--- src/rtl/mealy_table_fsm_if.sv ---
// Configuration port for mealy_table_fsm: one table-write strobe and a combinational table read.
// cfg_we acts as a valid that is always accepted on the edge it is high, so there is no ready.
interface mealy_table_fsm_if #(
  parameter int STATE_W = 3,
  parameter int IN_W    = 1,
  parameter int OUT_W   = 1
);
  logic                     cfg_we;
  logic [STATE_W+IN_W-1:0]  cfg_addr;
  logic [STATE_W+OUT_W-1:0] cfg_wdata;
  logic [STATE_W+OUT_W-1:0] cfg_rdata;

  modport master (
    output cfg_we,
    output cfg_addr,
    output cfg_wdata,
    input  cfg_rdata
  );

  modport slave (
    input  cfg_we,
    input  cfg_addr,
    input  cfg_wdata,
    output cfg_rdata
  );
endinterface

--- src/rtl/mealy_table_fsm.sv ---
// Table-programmable Mealy machine: {next_state, out} looked up from a flop table indexed by {state, in}.
// Adds enable, synchronous clear, sticky illegal-state recovery and an optional registered output.
module mealy_table_fsm #(
  parameter int STATE_W    = 3,
  parameter int IN_W       = 1,
  parameter int OUT_W      = 1,
  parameter int NUM_STATES = 6,
  parameter bit REG_OUT    = 1'b0
) (
  input  logic               clk,
  input  logic               rst_n,
  input  logic               en,
  input  logic               sync_clr,
  input  logic [IN_W-1:0]    in,
  output logic [OUT_W-1:0]   out,
  output logic [STATE_W-1:0] state,
  output logic               err,
  mealy_table_fsm_if.slave   cfg
);

  localparam int ADDR_W  = STATE_W + IN_W;
  localparam int ENTRY_W = STATE_W + OUT_W;
  localparam int DEPTH   = 1 << ADDR_W;
  // One extra bit so NUM_STATES == 2**STATE_W still compares correctly.
  localparam logic [STATE_W:0] NUM_STATES_W = (STATE_W+1)'(NUM_STATES);

  logic [ENTRY_W-1:0] tbl_q [DEPTH];
  logic [ENTRY_W-1:0] tbl_d [DEPTH];
  logic [STATE_W-1:0] state_q, state_d;
  logic [OUT_W-1:0]   out_q, out_d;
  logic               err_q, err_d;

  logic [ENTRY_W-1:0] entry;
  logic [STATE_W-1:0] e_next;
  logic [OUT_W-1:0]   e_out;
  logic               e_legal;

  assign entry   = tbl_q[{state_q, in}];
  assign e_next  = entry[ENTRY_W-1:OUT_W];
  assign e_out   = entry[OUT_W-1:0];
  assign e_legal = ({1'b0, e_next} < NUM_STATES_W);

  // Lookup reads tbl_q, so a write to the entry in use only takes effect next cycle.
  always_comb begin
    tbl_d = tbl_q;
    if (cfg.cfg_we) begin
      tbl_d[cfg.cfg_addr] = cfg.cfg_wdata;
    end
  end

  always_comb begin
    state_d = state_q;
    out_d   = out_q;
    err_d   = err_q;
    if (sync_clr) begin
      state_d = '0;
      out_d   = '0;
    end else if (en) begin
      out_d = e_out;
      if (e_legal) begin
        state_d = e_next;
      end else begin
        state_d = '0;
        err_d   = 1'b1;
      end
    end
  end

  always_ff @(posedge clk or negedge rst_n) begin
    if (!rst_n) begin
      state_q <= '0;
      out_q   <= '0;
      err_q   <= 1'b0;
      for (int i = 0; i < DEPTH; i++) begin
        tbl_q[i] <= '0;
      end
    end else begin
      state_q <= state_d;
      out_q   <= out_d;
      err_q   <= err_d;
      for (int i = 0; i < DEPTH; i++) begin
        tbl_q[i] <= tbl_d[i];
      end
    end
  end

  assign out           = REG_OUT ? out_q : e_out;
  assign state         = state_q;
  assign err           = err_q;
  assign cfg.cfg_rdata = tbl_q[cfg.cfg_addr];

endmodule

--- src/flat_wrapper.sv ---
// flat-port wrapper written by rule: the top's interface ports become plain ports
module mealy_table_fsm_flat 
#(
  parameter int STATE_W    = 3,
  parameter int IN_W       = 1,
  parameter int OUT_W      = 1,
  parameter int NUM_STATES = 6,
  parameter bit REG_OUT    = 1'b0
)
  (clk, rst_n, en, sync_clr, in, out, state, err, cfg_cfg_we, cfg_cfg_addr, cfg_cfg_wdata, cfg_cfg_rdata);
  mealy_table_fsm_if #(.STATE_W(STATE_W), .IN_W(IN_W), .OUT_W(OUT_W)) cfg_i ();
  input  logic clk;
  input  logic rst_n;
  input  logic en;
  input  logic sync_clr;
  input  logic [IN_W-1:0] in;
  output logic [OUT_W-1:0] out;
  output logic [STATE_W-1:0] state;
  output logic err;
  input wire logic [$bits(cfg_i.cfg_we)-1:0] cfg_cfg_we;
  input wire logic [$bits(cfg_i.cfg_addr)-1:0] cfg_cfg_addr;
  input wire logic [$bits(cfg_i.cfg_wdata)-1:0] cfg_cfg_wdata;
  output wire logic [$bits(cfg_i.cfg_rdata)-1:0] cfg_cfg_rdata;
  assign cfg_i.cfg_we = cfg_cfg_we;
  assign cfg_i.cfg_addr = cfg_cfg_addr;
  assign cfg_i.cfg_wdata = cfg_cfg_wdata;
  assign cfg_cfg_rdata = cfg_i.cfg_rdata;
  mealy_table_fsm #(.STATE_W(STATE_W), .IN_W(IN_W), .OUT_W(OUT_W), .NUM_STATES(NUM_STATES), .REG_OUT(REG_OUT)) u_core (.clk(clk), .rst_n(rst_n), .en(en), .sync_clr(sync_clr), .in(in), .out(out), .state(state), .err(err), .cfg(cfg_i));
endmodule
--- config.mk ---
export PLATFORM = sky130hd
export DESIGN_NAME = mealy_table_fsm_flat
export DESIGN_NICKNAME = d
export VERILOG_FILES = /design/src/rtl/mealy_table_fsm_if.sv /design/src/rtl/mealy_table_fsm.sv /design/src/flat_wrapper.sv
export SDC_FILE = /design/constraint.sdc
export NUM_CORES = 1
export LEC_CHECK = 0
export ABC_AREA = 0
export BUFFER_PORTS_ARGS = -buffer_cell sky130_fd_sc_hd__buf_2
export CORE_MARGIN = 3
export CORE_UTILIZATION = 50
export DETAILED_ROUTE_END_ITERATION = 10
export PLACE_DENSITY = 0.68
export REMOVE_ABC_BUFFERS = 1
export SLEW_MARGIN = 0
export SYNTH_ARGS = -nofsm -noshare
export SYNTH_HDL_FRONTEND = slang
export SYNTH_SLANG_ARGS = --single-unit
--- constraint.sdc ---
create_clock -name clk -period 2.3 [get_ports clk]
set_clock_uncertainty 0.1 [all_clocks]
set_input_delay 0.115 -clock clk [delete_from_list [all_inputs] [get_ports clk]]
set_output_delay 0.115 -clock clk [all_outputs]
set_load 0.005 [all_outputs]
======== Word-level counts from Yosys, hierarchy flattened ========
Cells that the tools add are included.
word-level totals
  register bits after elaboration ......... 68
  latch bits .............................. 0
  bits in writable memories ............... 0
  bits in read-only memories .............. 0
  input port bits ......................... 14
  output and inout port bits .............. 9
  word-level logic and storage cells ...... 41
  memories ................................ 0
operators by class
  add/sub/neg operators ................... 0
  multipliers ............................. 0
  divide/modulo/power cells ............... 0
  magnitude comparators ................... 4
  equality and inequality tests ........... 0
  shift operators ......................... 0
  multiplexer cells ....................... 12
  bitwise operators ....................... 4
  reductions and logical operators ........ 3
operator list
  kind                                                                           count
  64-bit bitwise mux                                                             1
  4-bit binary-select mux with 4-bit select                                      2
  4-bit two-way mux                                                              5
  4-bit demux with 4-bit select                                                  1
  5-bit greater-or-equal comparator (second input constant)                      2
  4-bit NOT with 5-bit output                                                    2
  3-bit two-way mux                                                              3
  5-bit by 1-bit less-than comparator with 1-bit output (second input constant)  1
  3-bit less-than comparator (second input constant)                             1
  3-bit AND reduction                                                            1
  1-bit NOT                                                                      2
  2-bit nonzero test                                                             1
  1-bit logical AND                                                              1

======== Logic depth before layout (Yosys ltp) ========
Gate-level depths: netlist of the first run.
  depth in word-level cells ............... 8
  gate-level depth with buffers ........... 7
  depth with buffers taken out ............ 5

======== Least setup slack after synthesis of the first run ========
No wires, ideal clock.
  path type ............................... register -> output
  start point ............................. reg u_core.state_q[0], in the netlist u_core.state[0]
  end point ............................... out out
  data arrival time ....................... 1625 ps
  data required time ...................... 2085 ps
  path slack .............................. 460 ps
  stages on the path, launching flop included .. 5
  path buffers ............................ 2
  path through ............................ dfrtp_1 -> buf_2 -> clkbuf_1 -> mux4_2 -> mux4_2
between the ends
  cells in the longest elaborated chain, start to end .. 4
RTL lines
  element                                               RTL line               RTL
  start, declared                                       mealy_table_fsm.sv:29  logic [STATE_W-1:0] state_q, state_d;
  start signal, assigned                                mealy_table_fsm.sv:78  state_q <= state_d;
  4-bit NOT with 5-bit output (implied by the code)     mealy_table_fsm.sv:38  assign entry = tbl_q[{state_q, in}];
  4-bit binary-select mux with 4-bit select             mealy_table_fsm.sv:38
  4-bit two-way mux (implied by the code) (2 in a row)  mealy_table_fsm.sv:38
  end, declared                                         flat_wrapper.sv:17     output logic [OUT_W-1:0] out;
No other way between the ends. The select of a mux whose other input is x is not followed.

======== Final worst setup path of the first run ========
  start point ............................. reg u_core.tbl_q[24] in the netlist's numbering
  end point ............................... out out
between the ends
  cells in the longest elaborated chain, start to end .. 3
RTL lines
  element                                               RTL line               RTL
  start, declared                                       mealy_table_fsm.sv:27  logic [ENTRY_W-1:0] tbl_q [DEPTH];
  start signal, assigned by index                       mealy_table_fsm.sv:82  tbl_q[i] <= tbl_d[i];
  4-bit binary-select mux with 4-bit select             mealy_table_fsm.sv:38
  4-bit two-way mux (implied by the code) (2 in a row)  mealy_table_fsm.sv:38
No other way between the ends. The select of a mux whose other input is x is not followed.

==> impl_metrics.json, run 1 <==
{
  "status": "finished, final reports clean",
  "fp-row-count": 30,
  "antenna_found_initial": 1,
  "clock_tree.root_cell": "clkbuf_8",
  "power_switching_mw": 1.05,
  "firstDrtPassIters": 4,
  "setup_slack_ps": 144,
  "p_leak_nw": 1.76,
  "place_area_um2": 3920,
  "synthCells": 237,
  "cts_tree": "done",
  "clkSlewWorstSetupHoldPaths_ps": 70,
  "hpwlAfterDp_um": 6270,
  "worst_skew_pair.late_latency_ps": 340,
  "synth_largest_area_cell": "dfrtp_1",
  "rsz0062_at_grt": "no",
  "tns_ps": 0,
  "maxSlewHeadroom_pct": 59.9,
  "internal_power_mw": 2.74,
  "clock.fmax_mhz": 464,
  "drt_iter0_drc": 140,
  "hold_class": "in -> reg",
  "final_nets": 284,
  "synthDistinctLibCells": 24,
  "syn_area_per_cell_um2": 15.5,
  "synth_seq_cells": 68,
  "drcViolationCount": 0,
  "grt_use_total_pct": 21.9,
  "period_share_pct": 93.7,
  "startpoint_type": "flip-flop",
  "tightest_slew_ps": 602,
  "async_flop_share_pct": 100,
  "slowest_delay_ps": 540,
  "seqPwrFrac_pct": 45.8,
  "post_drt_via_cell_ratio": 6.34,
  "syn_area_um2": 3670,
  "wl_per_cell_um": 22.8,
  "boundaryPins": 23,
  "final_core_util_pct": 60.3,
  "fp.dieArea_um2": 8400,
  "place_congestion": 0.847,
  "synth.most_common_cell": "dfrtp_1",
  "synthToLayoutAreaGrowth_pct": 14.2,
  "synth_common_cells": "dfrtp_1 (68), mux2_2 (64), mux4_2 (28)",
  "grt_start_max_net_pins": 25,
  "yosysWarnings": 0,
  "worstPathArrival_ps": 1940,
  "period_minus_slack_ps": 2160,
  "io_buffers": 22,
  "path_cells": "mux4_1 -> mux4_2 -> buf_2",
  "share_comb_of_total_power_pct": 26.1,
  "htreeDepth": 3,
  "cap_violations": 0,
  "synth_top_cells_by_area": "dfrtp_1 (46%), mux2_2 (20%), mux4_2 (17%)",
  "clock_path_buffers": 2,
  "wl_um": 8470,
  "irDropWorstVdd_mv": 0.439,
  "cts_buffers": 9,
  "die_x_um": 91.6,
  "hold_violations": 0,
  "grt_pass1_wl_um": 13800,
  "setup_viol": 0,
  "path_max_fanout": 3,
  "dp_slack_ps": 208,
  "core_area_um2": 6940,
  "fin_area_um2": 4190,
  "critical_path_required_ps": 2090,
  "dp_cells": 351,
  "drtAntennaViolNets": 0,
  "crit_type": "reg -> out",
  "synth.top_cell.area_share_pct": 46.4,
  "yosys_most_used_dff": "dfrtp_1",
  "grt_overflow_total": 0,
  "cts.sink_count": 68,
  "power.density_nw_per_um2": 906,
  "end_kind": "primary output",
  "critPathSlowestCell": "mux4_1",
  "initial_utilization_pct": 52.8,
  "swShare_pct": 27.6,
  "grt_pass1_vias": 2456,
  "clockPowerShare_pct": 28.1,
  "dieHeight_um": 91.6,
  "fin_cells": 372,
  "slew_viol_final": 0,
  "vias": 2358,
  "synth_edf_count": 0,
  "synth-seq-area-share_pct": 46.4,
  "final_layout_size_suffix_gt1_share_pct": 52.7
}
routing by layer:
metal	vias up	global-route usage, %	share of wire [%]
met4	2	7.16	1.8
met5	-	0	0.13
met1	1243	29.6	42
met3	20	5.58	5.7
li1	1005	-	-
met2	88	34.8	50
final timing paths:
kind	from	endpoint	slack, ps	cells after the start
hold / removal	cfg_cfg_wdata[1]	u_core.tbl_q[45]	170	2
min in group asynchronous	rst_n	u_core.tbl_q[61]	180	2
max in group asynchronous	rst_n	u_core.tbl_q[40]	1220	3
setup reg to reg	u_core.tbl_q[42]	u_core.state[1]	580	6
setup / recovery	u_core.tbl_q[24]	out	140	3
hold reg to reg	u_core.err	u_core.err	370	1
per-stage QoR:
| stage | hold slack (ps) | total power [mW] |
|---|---|---|
| after floorplan | -281 | 2.32 |
| after global placement | 11.8 | 2.67 |
| after detailed placement | 17.5 | 2.72 |
| after CTS | 146 | 3.80 |
| after global routing | 174 | 3.97 |
| final | 165 | 3.79 |
cell usage in the layout (no fill, tap or decap):
master	netlist	layout
dfrtp_1	68	68
mux2_2	64	64
mux4_2	28	28
buf_2	6	22
buf_4	0	11
clkbuf_8	0	10
mux4_1	9	9
nand2_1	8	8
nand2b_1	8	8
nor2_1	7	7
nor3_1	6	6
nand3_1	7	6
nor2b_1	3	3
clkinv_2	0	3
dlygate4sd3_1	0	3
or3_1	2	2
a22oi_1	3	2
o22ai_1	2	2
bufinv_16	0	2
buf_12	1	2
diode_2	0	1
nor4_2	1	1
or4_1	1	1
a22oi_2	0	1
nand3_2	0	1
a31oi_1	1	1
nor3b_1	1	1
a21o_1	1	1
o21bai_1	1	1
clkbuf_1	6	1
cells by family (layout without fill, tap and decap cells):
logic type,after synthesis,count (layout),share of synthesized area (%)
compound gates,8,8,1.54
buf+inv,16,54,2.49
flops,68,68,46.4
mux,101,101,43.3
other cells,0,1,0
simple gates,44,44,6.28
sequential cells by signal (all words and copies together), names as in the netlist:
register      flops
u_core.tbl_q     64
u_core.state      3
u_core.err        1
critical path: cells and delay by family (launching register included):
family,cells,cell delay (ps)
buf+inv,1,160
mux,2,1070
flops,1,390
repair_timing:
item                                    CTS  global route
hold endpoints to repair                 24             0
resized for setup                         0             2
hold buffers                              4             0
endpoints found under the setup margin    0             1
setup buffers                             0             1
cell type report:
type | count | area, um2
Multi-Input combinational cell | 153 | 1880
Sequential cell | 68 | 1700
Clock inverter | 5 | 75.1
Timing Repair Buffer | 38 | 263
Clock buffer | 11 | 141
Antenna cell | 1 | 2.50
Tap cell | 96 | 120
Fill cell | 550 | 2760
power by group through the flow:
stage	Clock [mW]	Combinational, mW	Sequential [mW]
floorplan	0	0.675	1.65
global placement	0	0.934	1.74
detailed placement	0	0.960	1.76
CTS	1.09	0.976	1.73
global route	1.14	1.07	1.77
finish	1.07	0.991	1.74
Note: power is estimated with default switching activity, not from simulation.
==> run 2, diff against run 1 <==
--- a/config.mk
+++ b/config.mk
@@ -11,6 +11,7 @@
 export CORE_UTILIZATION = 50
 export DETAILED_ROUTE_END_ITERATION = 10
 export PLACE_DENSITY = 0.68
+export RECOVER_POWER = 100
 export REMOVE_ABC_BUFFERS = 1
 export SLEW_MARGIN = 0
 export SYNTH_ARGS = -nofsm -noshare
==> run 2 against run 1 <==
Cell area down 1.3%. Routed wire length grew 0.19%. First-iteration DRC count is 0.71% lower. Hold slack got worse by 2.2 ps. Clock power about the same. Worst setup slack worse by 5.2 ps. Cell count is 0.27% lower. Power is 0.56% lower. Count of clock-buffer cells in the layout stayed put. Non-clock buffer count stayed put. Sequential power about the same. Fmax fell by 0.24%. Critical endpoint unchanged. Largest cell class unchanged.
==> impl_metrics.json, run 2 (same netlist as run 1, synthesis figures left out) <==
{
  "status": "finished, final reports clean",
  "hold_violations": 0,
  "synthToLayoutAreaGrowth_pct": 12.8,
  "path_cells": "mux4_1 -> mux4_2 -> buf_2",
  "setup_viol": 0,
  "boundaryPins": 23,
  "largest_register": "u_core.tbl_q",
  "hold_class": "in -> reg",
  "final_layout_size_suffix_gt1_share_pct": 48.4,
  "hpwlAfterDp_um": 6270,
  "grt_start_max_net_pins": 25,
  "fin_area_um2": 4140,
  "vias": 2354,
  "clkSlewWorstSetupHoldPaths_ps": 70,
  "critPathSlowestCell": "mux4_1",
  "cap_violations": 0,
  "grt_pass1_wl_um": 13800,
  "diodes": 0,
  "worst_skew_pair.late_latency_ps": 340,
  "dieHeight_um": 91.6,
  "post_drt_via_cell_ratio": 6.35,
  "cts.sink_count": 68,
  "largest_register_ffs": 64,
  "clock_path_buffers": 2,
  "core_area_um2": 6940,
  "cp_num_buf_inv": 1,
  "htreeDepth": 3,
  "crit_family": "multiplexers",
  "final_nets": 284,
  "place_congestion": 0.847,
  "crit_type": "reg -> out",
  "antenna_found_initial": 1,
  "slowest_delay_ps": 540,
  "final_cell_mix": "dfrtp_1 (68), mux2_2 (64), mux4_2 (28)",
  "drcViolationCount": 0,
  "die_x_um": 91.6,
  "drt_iter0_drc": 139,
  "slew_viol_final": 0,
  "cts_tree": "done",
  "irDropWorstVdd_mv": 0.433,
  "period_minus_slack_ps": 2160,
  "power.density_nw_per_um2": 912,
  "n_fill_cell": 559,
  "period_share_pct": 94.0,
  "critical_path_required_ps": 2090,
  "place_area_um2": 3920,
  "drtAntennaViolNets": 0,
  "startpoint_type": "flip-flop",
  "worstPathArrival_ps": 1950,
  "grt_use_total_pct": 21.9,
  "fp-row-count": 30,
  "cts_buffers": 9,
  "fp.dieArea_um2": 8400,
  "final_common_cell": "dfrtp_1",
  "maxSlewHeadroom_pct": 18.1,
  "p_leak_nw": 1.71,
  "grt_pass1_vias": 2456,
  "firstDrtPassIters": 4,
  "clock.fmax_mhz": 463,
  "initial_utilization_pct": 52.8,
  "grt_overflow_total": 0,
  "tightest_slew_ps": 1230,
  "rsz0062_at_grt": "no",
  "io_buffers": 22,
  "wl_um": 8490,
  "end_kind": "primary output",
  "wl_per_cell_um": 22.9,
  "path_max_fanout": 3,
  "clock_tree.root_cell": "clkbuf_8",
  "tns_ps": 0
}
-- run 2: changes by cell type in the layout (fill, tap and decap cells not counted) --
cell      change
nor4_1        +1
clkbuf_1      +9
nand3_2       -1
buf_4        -10
clkbuf_2      +3
diode_2       -1
nor4_2        -1
a22oi_2       -1
buf_2         -3
a22oi_1       +1
clkbuf_4      +1
nand3_1       +1
-- run 2: area by class of cell --
cell class,count,area (um2),share of cell area [%]
clock buffers,11,141,3.42
multi-input cells,153,1870,45.2
well taps,96,120,2.90
repair buffers,38,229,5.54
flip-flops and latches,68,1700,41.1
clock inverters,5,75.1,1.82
-- run 2: what timing repair did --
item / in CTS / in global routing
hold buffers: 4 / 0
gates resized for setup: 0 / 2
endpoints found under the hold margin: 24 / 0
endpoints found under the setup margin: 0 / 1
buffers inserted: 0 / 1
-- run 2: path summary, 6_finish.rpt --
path	to	startpoint	slack (ps)	depth (start not counted)
hold / removal	u_core.tbl_q[12]	cfg_cfg_wdata[0]	160	2
hold reg to reg	u_core.err	u_core.err	370	1
setup / recovery	out	u_core.tbl_q[24]	140	3
max in group asynchronous	u_core.tbl_q[40]	rst_n	440	3
setup reg to reg	u_core.state[1]	u_core.tbl_q[42]	530	6
min in group asynchronous	u_core.tbl_q[61]	rst_n	460	2
-- run 2: metal layers --
| metal | vias up | share of wire (%) | routed length, um | track usage [%] |
|---|---|---|---|---|
| met4 | 2 | 1.7 | 146 | 7.16 |
| li1 | 1005 | - | - | - |
| met3 | 18 | 6.2 | 523 | 5.58 |
| met1 | 1232 | 42 | 3570 | 29.6 |
| met5 | - | 0.13 | 11 | 0 |
| met2 | 97 | 50 | 4230 | 34.8 |
-- run 2: metrics by stage --
step | hold WS [ps] | setup WS (ps) | utilization [%] | instances | total power [mW]
6_report | 163 | 139 | 59.5 | 371 | 3.77
3_3_place_gp | 11.8 | 255 | 56.5 | 351 | 2.67
5_1_grt | 174 | 66.8 | 59.5 | 371 | 3.96
4_1_cts | 146 | 36.3 | 60.2 | 371 | 3.80
2_1_floorplan | -281 | 568 | - | 221 | 2.32
3_5_place_dp | 17.5 | 208 | 56.5 | 351 | 2.72
-- run 2: report_power, final --
group / total, mW / internal (mW) / leakage, nW / switching [mW]
sequential: 1.73 / 1.48 / 0.837 / 0.255
combinational: 0.972 / 0.619 / 0.764 / 0.353
clock: 1.06 / 0.635 / 0.113 / 0.430
==> run 3, diff against run 2 <==
--- a/config.mk
+++ b/config.mk
@@ -9,6 +9,7 @@
 export BUFFER_PORTS_ARGS = -buffer_cell sky130_fd_sc_hd__buf_2
 export CORE_MARGIN = 3
 export CORE_UTILIZATION = 50
+export CTS_CLUSTER_SIZE = 20
 export DETAILED_ROUTE_END_ITERATION = 10
 export PLACE_DENSITY = 0.68
 export RECOVER_POWER = 100
==> constraint.sdc (replaced) <==
create_clock -name clk -period 2.3 [get_ports clk]
set_clock_uncertainty 0.1 [all_clocks]
set_input_delay 0.345 -clock clk [delete_from_list [all_inputs] [get_ports clk]]
set_output_delay 0.345 -clock clk [all_outputs]
set_load 0.005 [all_outputs]
==> run 3 against run 2 <==
The flow now finishes with violations (negative setup slack). Count of clock-buffer cells in the layout up 3. Combinational power down 3.5%. Register-to-register slack worse by 280 ps. Critical endpoint unchanged. Highest routed layer unchanged.
==> impl_metrics.json, run 3 (same netlist as run 1, synthesis figures left out) <==
{
  "status": "complete, but fails checks",
  "violations": "negative setup slack",
  "initial_utilization_pct": 52.8,
  "n_fill_cell": 562,
  "drcViolationCount": 0,
  "drt_iter0_drc": 190,
  "antenna_found_initial": 1,
  "met1_usage_pct": 29.9,
  "io_buffers": 22,
  "use_met3_pct": 6.48,
  "period_minus_slack_ps": 2350,
  "dp_slack_ps": -160,
  "maxSlewHeadroom_pct": 9.79,
  "cap_violations": 0,
  "crit_family": "multiplexers",
  "worstPathArrival_ps": 1900,
  "crit_start": "u_core.tbl_q[0]",
  "dieHeight_um": 91.6,
  "path_max_fanout": 3,
  "irDropWorstVdd_mv": 0.556,
  "place_area_um2": 3960,
  "p_leak_nw": 1.67,
  "diodes": 0,
  "hold_class": "in -> reg",
  "fp-row-count": 30,
  "rsz0062_at_grt": "yes",
  "grt_use_met2_pct": 34.2,
  "wl_per_cell_um": 22.3,
  "period_share_pct": 102,
  "hpwlAfterDp_um": 6310,
  "largest_register_ffs": 64,
  "critical_path_required_ps": 1860,
  "final_common_cell": "dfrtp_1",
  "wl_um": 8370,
  "end_kind": "primary output",
  "fp.dieArea_um2": 8400,
  "cp.depth": 3,
  "ff2ff_path_depth": 6,
  "slowest_delay_ps": 530,
  "setup_viol": 2,
  "cts_setup_buffers": 0,
  "critPathSlowestCell": "mux4_2",
  "firstDrtPassIters": 5,
  "final_nets": 288,
  "boundaryPins": 23,
  "crit_top_cell": "mux4_2",
  "power.density_nw_per_um2": 866,
  "clock.fmax_mhz": 426,
  "tightest_slew_ps": 1350,
  "p_total_mw": 3.53,
  "grt_use_total_pct": 21.9,
  "worst_skew_pair.late_latency_ps": 350,
  "htreeDepth": 3,
  "clock_path_buffers": 2,
  "top_usage_layer": "met2",
  "vias": 2298,
  "core_area_um2": 6940,
  "grt_pass1_wl_um": 13700,
  "cts.sink_count": 68,
  "hold_violations": 0,
  "synthToLayoutAreaGrowth_pct": 11.2,
  "path_cells": "mux4_2 -> mux4_2 -> buf_2",
  "slew_viol_final": 0,
  "clock_tree.root_cell": "clkbuf_8",
  "cts_tree": "done",
  "final_cell_mix": "dfrtp_1 (67), mux2_2 (64), mux4_2 (31)",
  "die_x_um": 91.6,
  "cts_buffers": 9,
  "cp_num_buf_inv": 1,
  "grt_pass1_vias": 2412,
  "regToRegSetupSlack_ps": 250,
  "largest_register": "u_core.tbl_q",
  "startpoint_type": "flip-flop",
  "post_drt_via_cell_ratio": 6.13,
  "r2r-end": "u_core.state[2]",
  "crit_type": "reg -> out",
  "grt_start_max_net_pins": 26,
  "clkSlewWorstSetupHoldPaths_ps": 70,
  "endpoint": "out",
  "final_layout_size_suffix_gt1_share_pct": 48.4,
  "setup_slack_ps": -48.2,
  "fin_area_um2": 4080,
  "grt_overflow_total": 0,
  "drtAntennaViolNets": 0,
  "r2r-start": "u_core.state[0]",
  "tns_ps": -54.0,
  "place_congestion": 0.851
}
## run 3: cell types whose count changed in the layout (fill, tap and decap cells not counted), moves of 2 or more
cell / before / now
mux4_2: 28 / 31
buf_4: 1 / 4
clkbuf_1: 10 / 17
dlygate4sd3_1: 3 / 1
bufinv_16: 2 / 0
mux4_1: 9 / 6
clkbuf_2: 3 / 0
## run 3: metal layers
layer  share of wire, %  wire length [um]
met1                 42              3530
met2                 49              4060
met3                7.7               646
met4                1.3               110
met5               0.16                13
## run 3: layout make-up
type | count | area [um2] | share of cell area (%)
tap | 96 | 120 | 2.95
timing repair buffer | 42 | 234 | 5.74
multi-input combinational | 153 | 1860 | 45.5
clock inverter | 2 | 10.0 | 0.246
clock buffer | 14 | 153 | 3.74
sequential | 68 | 1700 | 41.8
## run 3: worst min path at each step
stage,start,slack [ps],cells past startpoint,end
3_3_place_gp,rst_n,260,1,u_core.tbl_q[57]
3_5_place_dp,rst_n,260,1,u_core.tbl_q[59]
6_report,en,120,2,u_core.state[1]
4_1_cts,en,110,2,u_core.state[1]
2_1_floorplan,rst_n,-50,0,u_core.err
5_1_grt,en,120,2,u_core.state[1]
## run 3: repair_timing
| action | in CTS | in global routing |
|---|---|---|
| setup endpoints to repair | 5 | 5 |
| resized for setup | 4 | 2 |
| hold buffers | 1 | 0 |
| endpoints found under the hold margin | 23 | 0 |
## run 3: power by group
part           internal (mW)  total, mW  switching (mW)
sequential              1.48       1.75           0.272
combinational          0.604      0.938           0.333
clock                  0.419      0.840           0.421
## run 3: metrics by stage
step,hold slack (ps),instances,utilization (%)
finish,124,375,58.7
global route,121,375,58.7
CTS,111,375,59.5
detailed placement,264,358,57.0
global placement,262,358,57.0
floorplan,-50.6,221,-
